===== config.mk =====
export PLATFORM = sky130hd
export DESIGN_NAME = led_pwm_array
export DESIGN_NICKNAME = d
export VERILOG_FILES = /design/src/rtl/led_pwm_array.sv
export SDC_FILE = /design/constraint.sdc
export NUM_CORES = 1
export LEC_CHECK = 0
export BUFFER_PORTS_ARGS = -buffer_cell sky130_fd_sc_hd__buf_2
export CAP_MARGIN = 5
export CORE_ASPECT_RATIO = 0.7
export CORE_MARGIN = 4
export CORE_UTILIZATION = 45
export DETAILED_ROUTE_END_ITERATION = 16
export GPL_TIMING_DRIVEN = 0
export PLACE_DENSITY_LB_ADDON = 0.2
export SYNTH_ARGS = -nofsm -noshare
export SYNTH_HDL_FRONTEND = slang
export SYNTH_SLANG_ARGS = --single-unit
export TNS_END_PERCENT = 30

===== constraint.sdc =====
create_clock -name clkin -period 6.95 [get_ports clkin]
set_input_delay 1.39 -clock clkin [delete_from_list [all_inputs] [get_ports clkin]]
set_output_delay 1.39 -clock clkin [all_outputs]
set_load 0.01 [all_outputs]

===== src/rtl/led_pwm_array.sv =====
// Multi-channel active-low LED PWM driver with OFF/SOLID/BLINK/BREATHE modes.
// Counters run only while the PLL lock is present; config changes land on frame boundaries.
module led_pwm_array #(
   parameter int CHANNELS = 3,
   parameter int PWM_BITS = 8,
   parameter int PRESCALE = 98,
   localparam int CW = (CHANNELS > 1) ? $clog2(CHANNELS) : 1
) (
   input  logic                clkin,
   input  logic                reset_n,
   input  logic                locked,
   input  logic                cfg_valid,
   output logic                cfg_ready,
   input  logic [CW-1:0]       cfg_chan,
   input  logic [1:0]          cfg_mode,
   input  logic [PWM_BITS-1:0] cfg_duty,
   input  logic [15:0]         cfg_period,
   output logic [CHANNELS-1:0] led_n,
   output logic                frame_tick
);

   localparam int PW = (PRESCALE > 1) ? $clog2(PRESCALE) : 1;
   localparam logic [PW-1:0]       PRE_LAST = PW'(PRESCALE - 1);
   localparam logic [PWM_BITS-1:0] PWM_MAX  = {PWM_BITS{1'b1}};
   localparam logic [PWM_BITS-1:0] PWM_ZERO = {PWM_BITS{1'b0}};
   localparam logic [PWM_BITS-1:0] PWM_ONE  = PWM_BITS'(1);
   localparam logic [1:0] MODE_OFF     = 2'd0;
   localparam logic [1:0] MODE_SOLID   = 2'd1;
   localparam logic [1:0] MODE_BLINK   = 2'd2;
   localparam logic [1:0] MODE_BREATHE = 2'd3;

   // Returns {down, level} after one breathe step toward the peak or back toward zero.
   function automatic logic [PWM_BITS:0] breathe_step(input logic [PWM_BITS-1:0] level,
                                                      input logic                down,
                                                      input logic [PWM_BITS-1:0] peak);
      logic [PWM_BITS:0] r;
      r = {down, level};
      if (!down) begin
         if (level < peak)           r = {1'b0, level + PWM_ONE};
         else if (level != PWM_ZERO) r = {1'b1, level - PWM_ONE};
         else                        r = {1'b1, level};
      end else begin
         if (level != PWM_ZERO)      r = {1'b1, level - PWM_ONE};
         else if (peak != PWM_ZERO)  r = {1'b0, PWM_ONE};
         else                        r = {1'b0, level};
      end
      return r;
   endfunction

   logic [1:0]          rst_sync_q, lock_sync_q;
   logic                lock_s, accept_s, step_s, wrap_s;
   logic [PW-1:0]       pre_q, pre_d;
   logic [PWM_BITS-1:0] pwm_q, pwm_d;

   logic [1:0]          act_mode_q [CHANNELS];
   logic [1:0]          act_mode_d [CHANNELS];
   logic [PWM_BITS-1:0] act_duty_q [CHANNELS];
   logic [PWM_BITS-1:0] act_duty_d [CHANNELS];
   logic [15:0]         act_per_q  [CHANNELS];
   logic [15:0]         act_per_d  [CHANNELS];
   logic [1:0]          stg_mode_q [CHANNELS];
   logic [1:0]          stg_mode_d [CHANNELS];
   logic [PWM_BITS-1:0] stg_duty_q [CHANNELS];
   logic [PWM_BITS-1:0] stg_duty_d [CHANNELS];
   logic [15:0]         stg_per_q  [CHANNELS];
   logic [15:0]         stg_per_d  [CHANNELS];
   logic [15:0]         fcnt_q     [CHANNELS];
   logic [15:0]         fcnt_d     [CHANNELS];
   logic [PWM_BITS-1:0] level_q    [CHANNELS];
   logic [PWM_BITS-1:0] level_d    [CHANNELS];
   logic [PWM_BITS-1:0] eff_s      [CHANNELS];
   logic [PWM_BITS:0]   bstep_s    [CHANNELS];
   logic [CHANNELS-1:0] pend_q, pend_d, phase_q, phase_d, down_q, down_d;
   logic [CHANNELS-1:0] wr_s, fdone_s, led_q, led_d;
   logic                tick_q;

   assign lock_s    = rst_sync_q[1] & lock_sync_q[1];
   assign accept_s  = cfg_valid & lock_s;
   assign step_s    = lock_s & (pre_q == PRE_LAST);
   assign wrap_s    = step_s & (pwm_q == PWM_MAX);
   assign cfg_ready = lock_s;
   assign led_n     = led_q;
   assign frame_tick = tick_q;

   // Reset-release and PLL-lock synchronisers.
   always_ff @(posedge clkin or negedge reset_n) begin
      if (!reset_n) begin
         rst_sync_q  <= 2'b00;
         lock_sync_q <= 2'b00;
      end else begin
         rst_sync_q  <= {rst_sync_q[0], 1'b1};
         lock_sync_q <= {lock_sync_q[0], locked};
      end
   end

   // Prescaler and PWM step counter, both parked at zero without lock.
   always_comb begin
      pre_d = pre_q;
      pwm_d = pwm_q;
      if (!lock_s) begin
         pre_d = {PW{1'b0}};
         pwm_d = PWM_ZERO;
      end else if (pre_q == PRE_LAST) begin
         pre_d = {PW{1'b0}};
         pwm_d = pwm_q + PWM_ONE;
      end else begin
         pre_d = pre_q + PW'(1);
         pwm_d = pwm_q;
      end
   end

   // Per-channel decode: write strobe, frame-count expiry, breathe step, effective duty, pin level.
   always_comb begin
      for (int i = 0; i < CHANNELS; i++) begin
         wr_s[i]    = accept_s & (cfg_chan == CW'(i));
         fdone_s[i] = ({1'b0, fcnt_q[i]} + 17'd1) >=
                      {1'b0, (act_per_q[i] == 16'd0) ? 16'd1 : act_per_q[i]};
         bstep_s[i] = breathe_step(level_q[i], down_q[i], act_duty_q[i]);
         case (act_mode_q[i])
            MODE_OFF:     eff_s[i] = PWM_ZERO;
            MODE_SOLID:   eff_s[i] = act_duty_q[i];
            MODE_BLINK:   eff_s[i] = phase_q[i] ? act_duty_q[i] : PWM_ZERO;
            MODE_BREATHE: eff_s[i] = level_q[i];
            default:      eff_s[i] = PWM_ZERO;
         endcase
         led_d[i] = lock_s ? ~(pwm_q < eff_s[i]) : 1'b1;
      end
   end

   // Staging, frame-boundary apply and blink/breathe state updates.
   always_comb begin
      act_mode_d = act_mode_q;
      act_duty_d = act_duty_q;
      act_per_d  = act_per_q;
      stg_mode_d = stg_mode_q;
      stg_duty_d = stg_duty_q;
      stg_per_d  = stg_per_q;
      fcnt_d     = fcnt_q;
      level_d    = level_q;
      pend_d     = pend_q;
      phase_d    = phase_q;
      down_d     = down_q;
      for (int i = 0; i < CHANNELS; i++) begin
         if (wr_s[i]) begin
            stg_mode_d[i] = cfg_mode;
            stg_duty_d[i] = cfg_duty;
            stg_per_d[i]  = cfg_period;
         end else begin
            stg_mode_d[i] = stg_mode_q[i];
            stg_duty_d[i] = stg_duty_q[i];
            stg_per_d[i]  = stg_per_q[i];
         end
         // The value already pending applies now; a write on the boundary cycle waits a frame.
         pend_d[i] = (pend_q[i] & ~wrap_s) | wr_s[i];
         if (wrap_s && pend_q[i]) begin
            act_mode_d[i] = stg_mode_q[i];
            act_duty_d[i] = stg_duty_q[i];
            act_per_d[i]  = stg_per_q[i];
            fcnt_d[i]     = 16'd0;
            phase_d[i]    = 1'b1;
            level_d[i]    = PWM_ZERO;
            down_d[i]     = 1'b0;
         end else if (!lock_s) begin
            fcnt_d[i]  = 16'd0;
            phase_d[i] = 1'b1;
            level_d[i] = PWM_ZERO;
            down_d[i]  = 1'b0;
         end else if (wrap_s) begin
            case (act_mode_q[i])
               MODE_BLINK: begin
                  fcnt_d[i]  = fdone_s[i] ? 16'd0 : fcnt_q[i] + 16'd1;
                  phase_d[i] = fdone_s[i] ? ~phase_q[i] : phase_q[i];
               end
               MODE_BREATHE: begin
                  fcnt_d[i]  = fdone_s[i] ? 16'd0 : fcnt_q[i] + 16'd1;
                  level_d[i] = fdone_s[i] ? bstep_s[i][PWM_BITS-1:0] : level_q[i];
                  down_d[i]  = fdone_s[i] ? bstep_s[i][PWM_BITS] : down_q[i];
               end
               default: begin
                  fcnt_d[i] = 16'd0;
               end
            endcase
         end else begin
            fcnt_d[i] = fcnt_q[i];
         end
      end
   end

   // State registers.
   always_ff @(posedge clkin or negedge reset_n) begin
      if (!reset_n) begin
         pre_q   <= {PW{1'b0}};
         pwm_q   <= PWM_ZERO;
         pend_q  <= {CHANNELS{1'b0}};
         phase_q <= {CHANNELS{1'b1}};
         down_q  <= {CHANNELS{1'b0}};
         led_q   <= {CHANNELS{1'b1}};
         tick_q  <= 1'b0;
         for (int i = 0; i < CHANNELS; i++) begin
            act_mode_q[i] <= MODE_OFF;
            act_duty_q[i] <= PWM_ZERO;
            act_per_q[i]  <= 16'd1;
            stg_mode_q[i] <= MODE_OFF;
            stg_duty_q[i] <= PWM_ZERO;
            stg_per_q[i]  <= 16'd1;
            fcnt_q[i]     <= 16'd0;
            level_q[i]    <= PWM_ZERO;
         end
      end else begin
         pre_q   <= pre_d;
         pwm_q   <= pwm_d;
         pend_q  <= pend_d;
         phase_q <= phase_d;
         down_q  <= down_d;
         led_q   <= led_d;
         tick_q  <= wrap_s;
         for (int i = 0; i < CHANNELS; i++) begin
            act_mode_q[i] <= act_mode_d[i];
            act_duty_q[i] <= act_duty_d[i];
            act_per_q[i]  <= act_per_d[i];
            stg_mode_q[i] <= stg_mode_d[i];
            stg_duty_q[i] <= stg_duty_d[i];
            stg_per_q[i]  <= stg_per_d[i];
            fcnt_q[i]     <= fcnt_d[i];
            level_q[i]    <= level_d[i];
         end
      end
   end

endmodule


==> impl_metrics.ini <==
[sta]
timing.max_slew.rel_slack = 0.145
fin_crit_sh = 0.669
worstMarginPinSlew_ns = 1.27
rsz0062_at_grt = no
highest_attainable_clock_frequency_mhz = 215
maxSlewViolCount = 0
final_setup_vio_count = 0
period_minus_slack_ns = 4.65
clock_skew_ns = 0.0229
hold_viol_final = 0
postLayoutSetupSlackWorst_ns = 2.30

[yosys]
synth.ff_latch_count = 260
synth-xor-area-share = 0.0347
synth.net_count = 1547
synthesis.yosys.warnings = 0
yosys.area_share.simple = 0.151
largest_family_of_logic_cells_by_synthesized_area = simple AND/OR/NAND/NOR gates
postSynthAreaPerCell_um2 = 10.2
postSynth.asyncResetShare = 1.00
synthDistinctLibCells = 76
sequential_fraction_of_the_synthesis_area = 0.454
syn_area_mm2 = 0.0144
dominantRegCellSynth = sky130_fd_sc_hd__dfrtp_1
synth_edf_count = 0
synth_compound_gate_area_share = 0.137
syn_inst = 1410
synthMuxAreaShare = 0.0952
synth_adder_area_share = 0.0914

[grt]
gr-total-overflow = 0
grtUsageMet2 = 0.298
number_of_global_route_vias_before_repair = 10489
use_met3 = 0.0268
grt.busiest_layer = met1
grt_max_degree = 103
grtUsageTotal = 0.205
grt_util_met1 = 0.328
grt_pass1_wl_um = 58300
antenna_found_initial = 1

[worst_hold_path]
hold_path_class = flip-flop to flip-flop
whs_endpoint = rst_sync_q[1]$_DFF_PN0_
start_point_of_the_worst_min_delay_path = rst_sync_q[0]$_DFF_PN0_
hold_path_depth = 0

[drt]
via_count = 10817
avgViaCountPerCell = 5.64
drt_pass1_iterations = 6
antenna_violating_nets_post_route = 0
route.detailed.wl_per_inst_um = 18.4
post-route-drc-count = 0
drt_first_iter_violations = 889
drt_wl_total_um = 35300

[cells_and_area]
post_route_cells_drive_above_1_share = 0.156
num-fill-cells = 2854
multi_input_comb_area_mm2 = 0.00732
layout_commonest_cell = sky130_fd_sc_hd__dfrtp_1
seq_area_mm2 = 0.00652
layout_common_cells = sky130_fd_sc_hd__dfrtp_1, sky130_fd_sc_hd__nand2_1, sky130_fd_sc_hd__mux2_2, sky130_fd_sc_hd__ha_1, sky130_fd_sc_hd__o21ai_0
area_delta_synth_final_pct = 12.2
final_nets = 1614

[cts]
clockRootBuffer = sky130_fd_sc_hd__clkbuf_16
cts_tree = done
cts.hold.buffers_added = 0
post_cts.resized_instances = 0
clock_latency_ns = 0.57
clkSlewWorstSetupHoldPaths_ns = 0.06
clock_sink_count = 260
cts_max_level = 1
number_of_clock_buffers_inserted_by_tritoncts = 27
clock_tree.buffer_depth = 3
cts_post_setup_buffers_inserted = 0

[run]
drv_cap = 0

[placed_design]
portBuffers = 36
detailedPlacementHpwl_um = 26000
routabilityCongestion = 0.847
dpl_worst_slack_ns = 2.34

[worst_setup_path]
cp_data_required_time_ns = 7.40
crit_slowest_cell = sky130_fd_sc_hd__nor4_2
regToRegEndpoint = level_q[13]$_DFFE_PN0P_
regToRegSetupSlack_ns = 2.30
critPathMaxStageDelay_ns = 0.59
timing.critical_path.fanout_max = 8
critPathBufInv = 0
worst_r2r_path_depth = 14
start_of_the_worst_register_to_register_path = fcnt_q[16]$_DFFE_PN0P_
cp-end-kind = flip-flop
cp_data_arrival_time_ns = 5.10
kind_of_start_point_of_the_critical_path = flip-flop
timing_worst_setup_path_type = flip-flop to flip-flop
critical_path.top_delay_family = simple AND/OR/NAND/NOR gates
worstPathCellList = ha_1 > nand3_1 > nor4_2 > and2_0 > nand2_1 > xnor2_1 > ha_1 > nand3_1 > nor3_1 > o311ai_0 > and3_1 > a211oi_4 > nand4_1 > o31ai_1

[power]
power.internal_mw = 2.87
p_sw_frac = 0.266
clock_network_fraction_of_total_power = 0.408
switching_power_mw = 1.04
power_mw = 3.92
p_seq_frac = 0.449
cell_leakage_power_nw = 7.47
p_per_area_mw_per_mm2 = 243
combinationalPowerShare = 0.143
max-vdd-ir-drop_v = 0.000170

[floorplan]
row_count = 54
die_w_um = 222
fp.dieH_um = 158
top_level_ports = 37
initial_core_util = 0.459
core_region_area_mm2 = 0.0314
fp.dieArea_mm2 = 0.0349

[outcome]
result_of_the_run = finished clean
-- flip-flops by register name (all words and copies together) (netlist names) --
signal / cells
lock_sync_q: 2
act_mode_q: 6
phase_q: 3
act_duty_q: 24
fcnt_q: 48
level_q: 24
pwm_q: 8
stg_duty_q: 24
act_per_q: 48
stg_mode_q: 6
pre_q: 7
pend_q: 3
frame_tick: 1
stg_per_q: 48
led_n: 3
rst_sync_q: 2
down_q: 3
-- stage by stage --
step / utilization / hold slack [ns] / area [um^2] / setup TNS (ns) / instances
after CTS: 0.515 / 0.352 / 16100 / 0 / 1918
after global placement: 0.481 / 0.332 / 15100 / -99.93 / 1866
after detailed placement: 0.483 / 0.336 / 15100 / 0 / 1868
final: 0.515 / 0.348 / 16100 / 0 / 1919
after floorplan: - / 0.331 / 14400 / 0 / 1410
after global routing: 0.515 / 0.359 / 16100 / 0 / 1918
-- cell families (layout without fill, tap and decap cells) --
kind of cell,after synthesis,count (layout)
fa+ha+maj,105,105
flops,260,260
compound gates,302,302
xor+xnor,57,57
other cells,1,2
simple gates,422,422
buf+inv,140,228
mux,123,123
-- how the worst max path moves through the flow --
| stage | slack (ns) | to | startpoint | depth (start not counted) |
|---|---|---|---|---|
| CTS | 2.31 | level_q[13]$_DFFE_PN0P_ | fcnt_q[16]$_DFFE_PN0P_ | 14 |
| global route | 1.92 | level_q[13]$_DFFE_PN0P_ | fcnt_q[16]$_DFFE_PN0P_ | 14 |
| floorplan | 3.33 | level_q[15]$_DFFE_PN0P_ | fcnt_q[16]$_DFFE_PN0P_ | 15 |
| detailed placement | 2.34 | level_q[13]$_DFFE_PN0P_ | fcnt_q[16]$_DFFE_PN0P_ | 14 |
| global placement | -0.43 | pre_q[3]$_DFF_PN0_ | reset_n | 1 |
| finish | 2.30 | level_q[13]$_DFFE_PN0P_ | fcnt_q[16]$_DFFE_PN0P_ | 14 |
-- metal layers --
layer | part of all wire | vias to the layer above
met2 | 0.41 | 262
met3 | 0.057 | 41
met4 | 0.018 | 0
li1 | - | 5217
met5 | 0 | -
met1 | 0.52 | 5297
-- synth_stat cells (25+ instances only) --
library cell                 n  area [um^2]
sky130_fd_sc_hd__dfrtp_1   248         6210
sky130_fd_sc_hd__nand2_1   154          578
sky130_fd_sc_hd__mux2_2    110         1240
sky130_fd_sc_hd__ha_1      105         1310
sky130_fd_sc_hd__o21ai_0   102          510
sky130_fd_sc_hd__inv_1      88          330
sky130_fd_sc_hd__nand3_1    55          275
sky130_fd_sc_hd__nor2_1     53          199
sky130_fd_sc_hd__a21oi_1    49          245
sky130_fd_sc_hd__clkbuf_1   40          150
sky130_fd_sc_hd__xor2_1     33          289
sky130_fd_sc_hd__and3_1     29          181
sky130_fd_sc_hd__a22oi_1    25          188
-- layout make-up --
type | instances | share of cell area
well taps | 420 | 0.0326
plain buffers | 51 | 0.0126
multi-input cells | 1010 | 0.454
clock inverters | 16 | 0.0149
clock buffers | 34 | 0.0460
repair buffers | 38 | 0.0152
flip-flops and latches | 260 | 0.404
inverters | 89 | 0.0207
diodes | 1 | 0.000155
-- power by group through the flow --
stage	Clock, mW	Combinational [mW]	Sequential [mW]
4_1_cts	1.63	0.561	1.76
3_5_place_dp	0	0.557	1.78
6_report	1.60	0.561	1.76
2_1_floorplan	0	0.425	1.74
3_3_place_gp	0	0.541	1.78
5_1_grt	1.70	0.631	1.78
No activity file was read; power rests on OpenSTA's default activity.
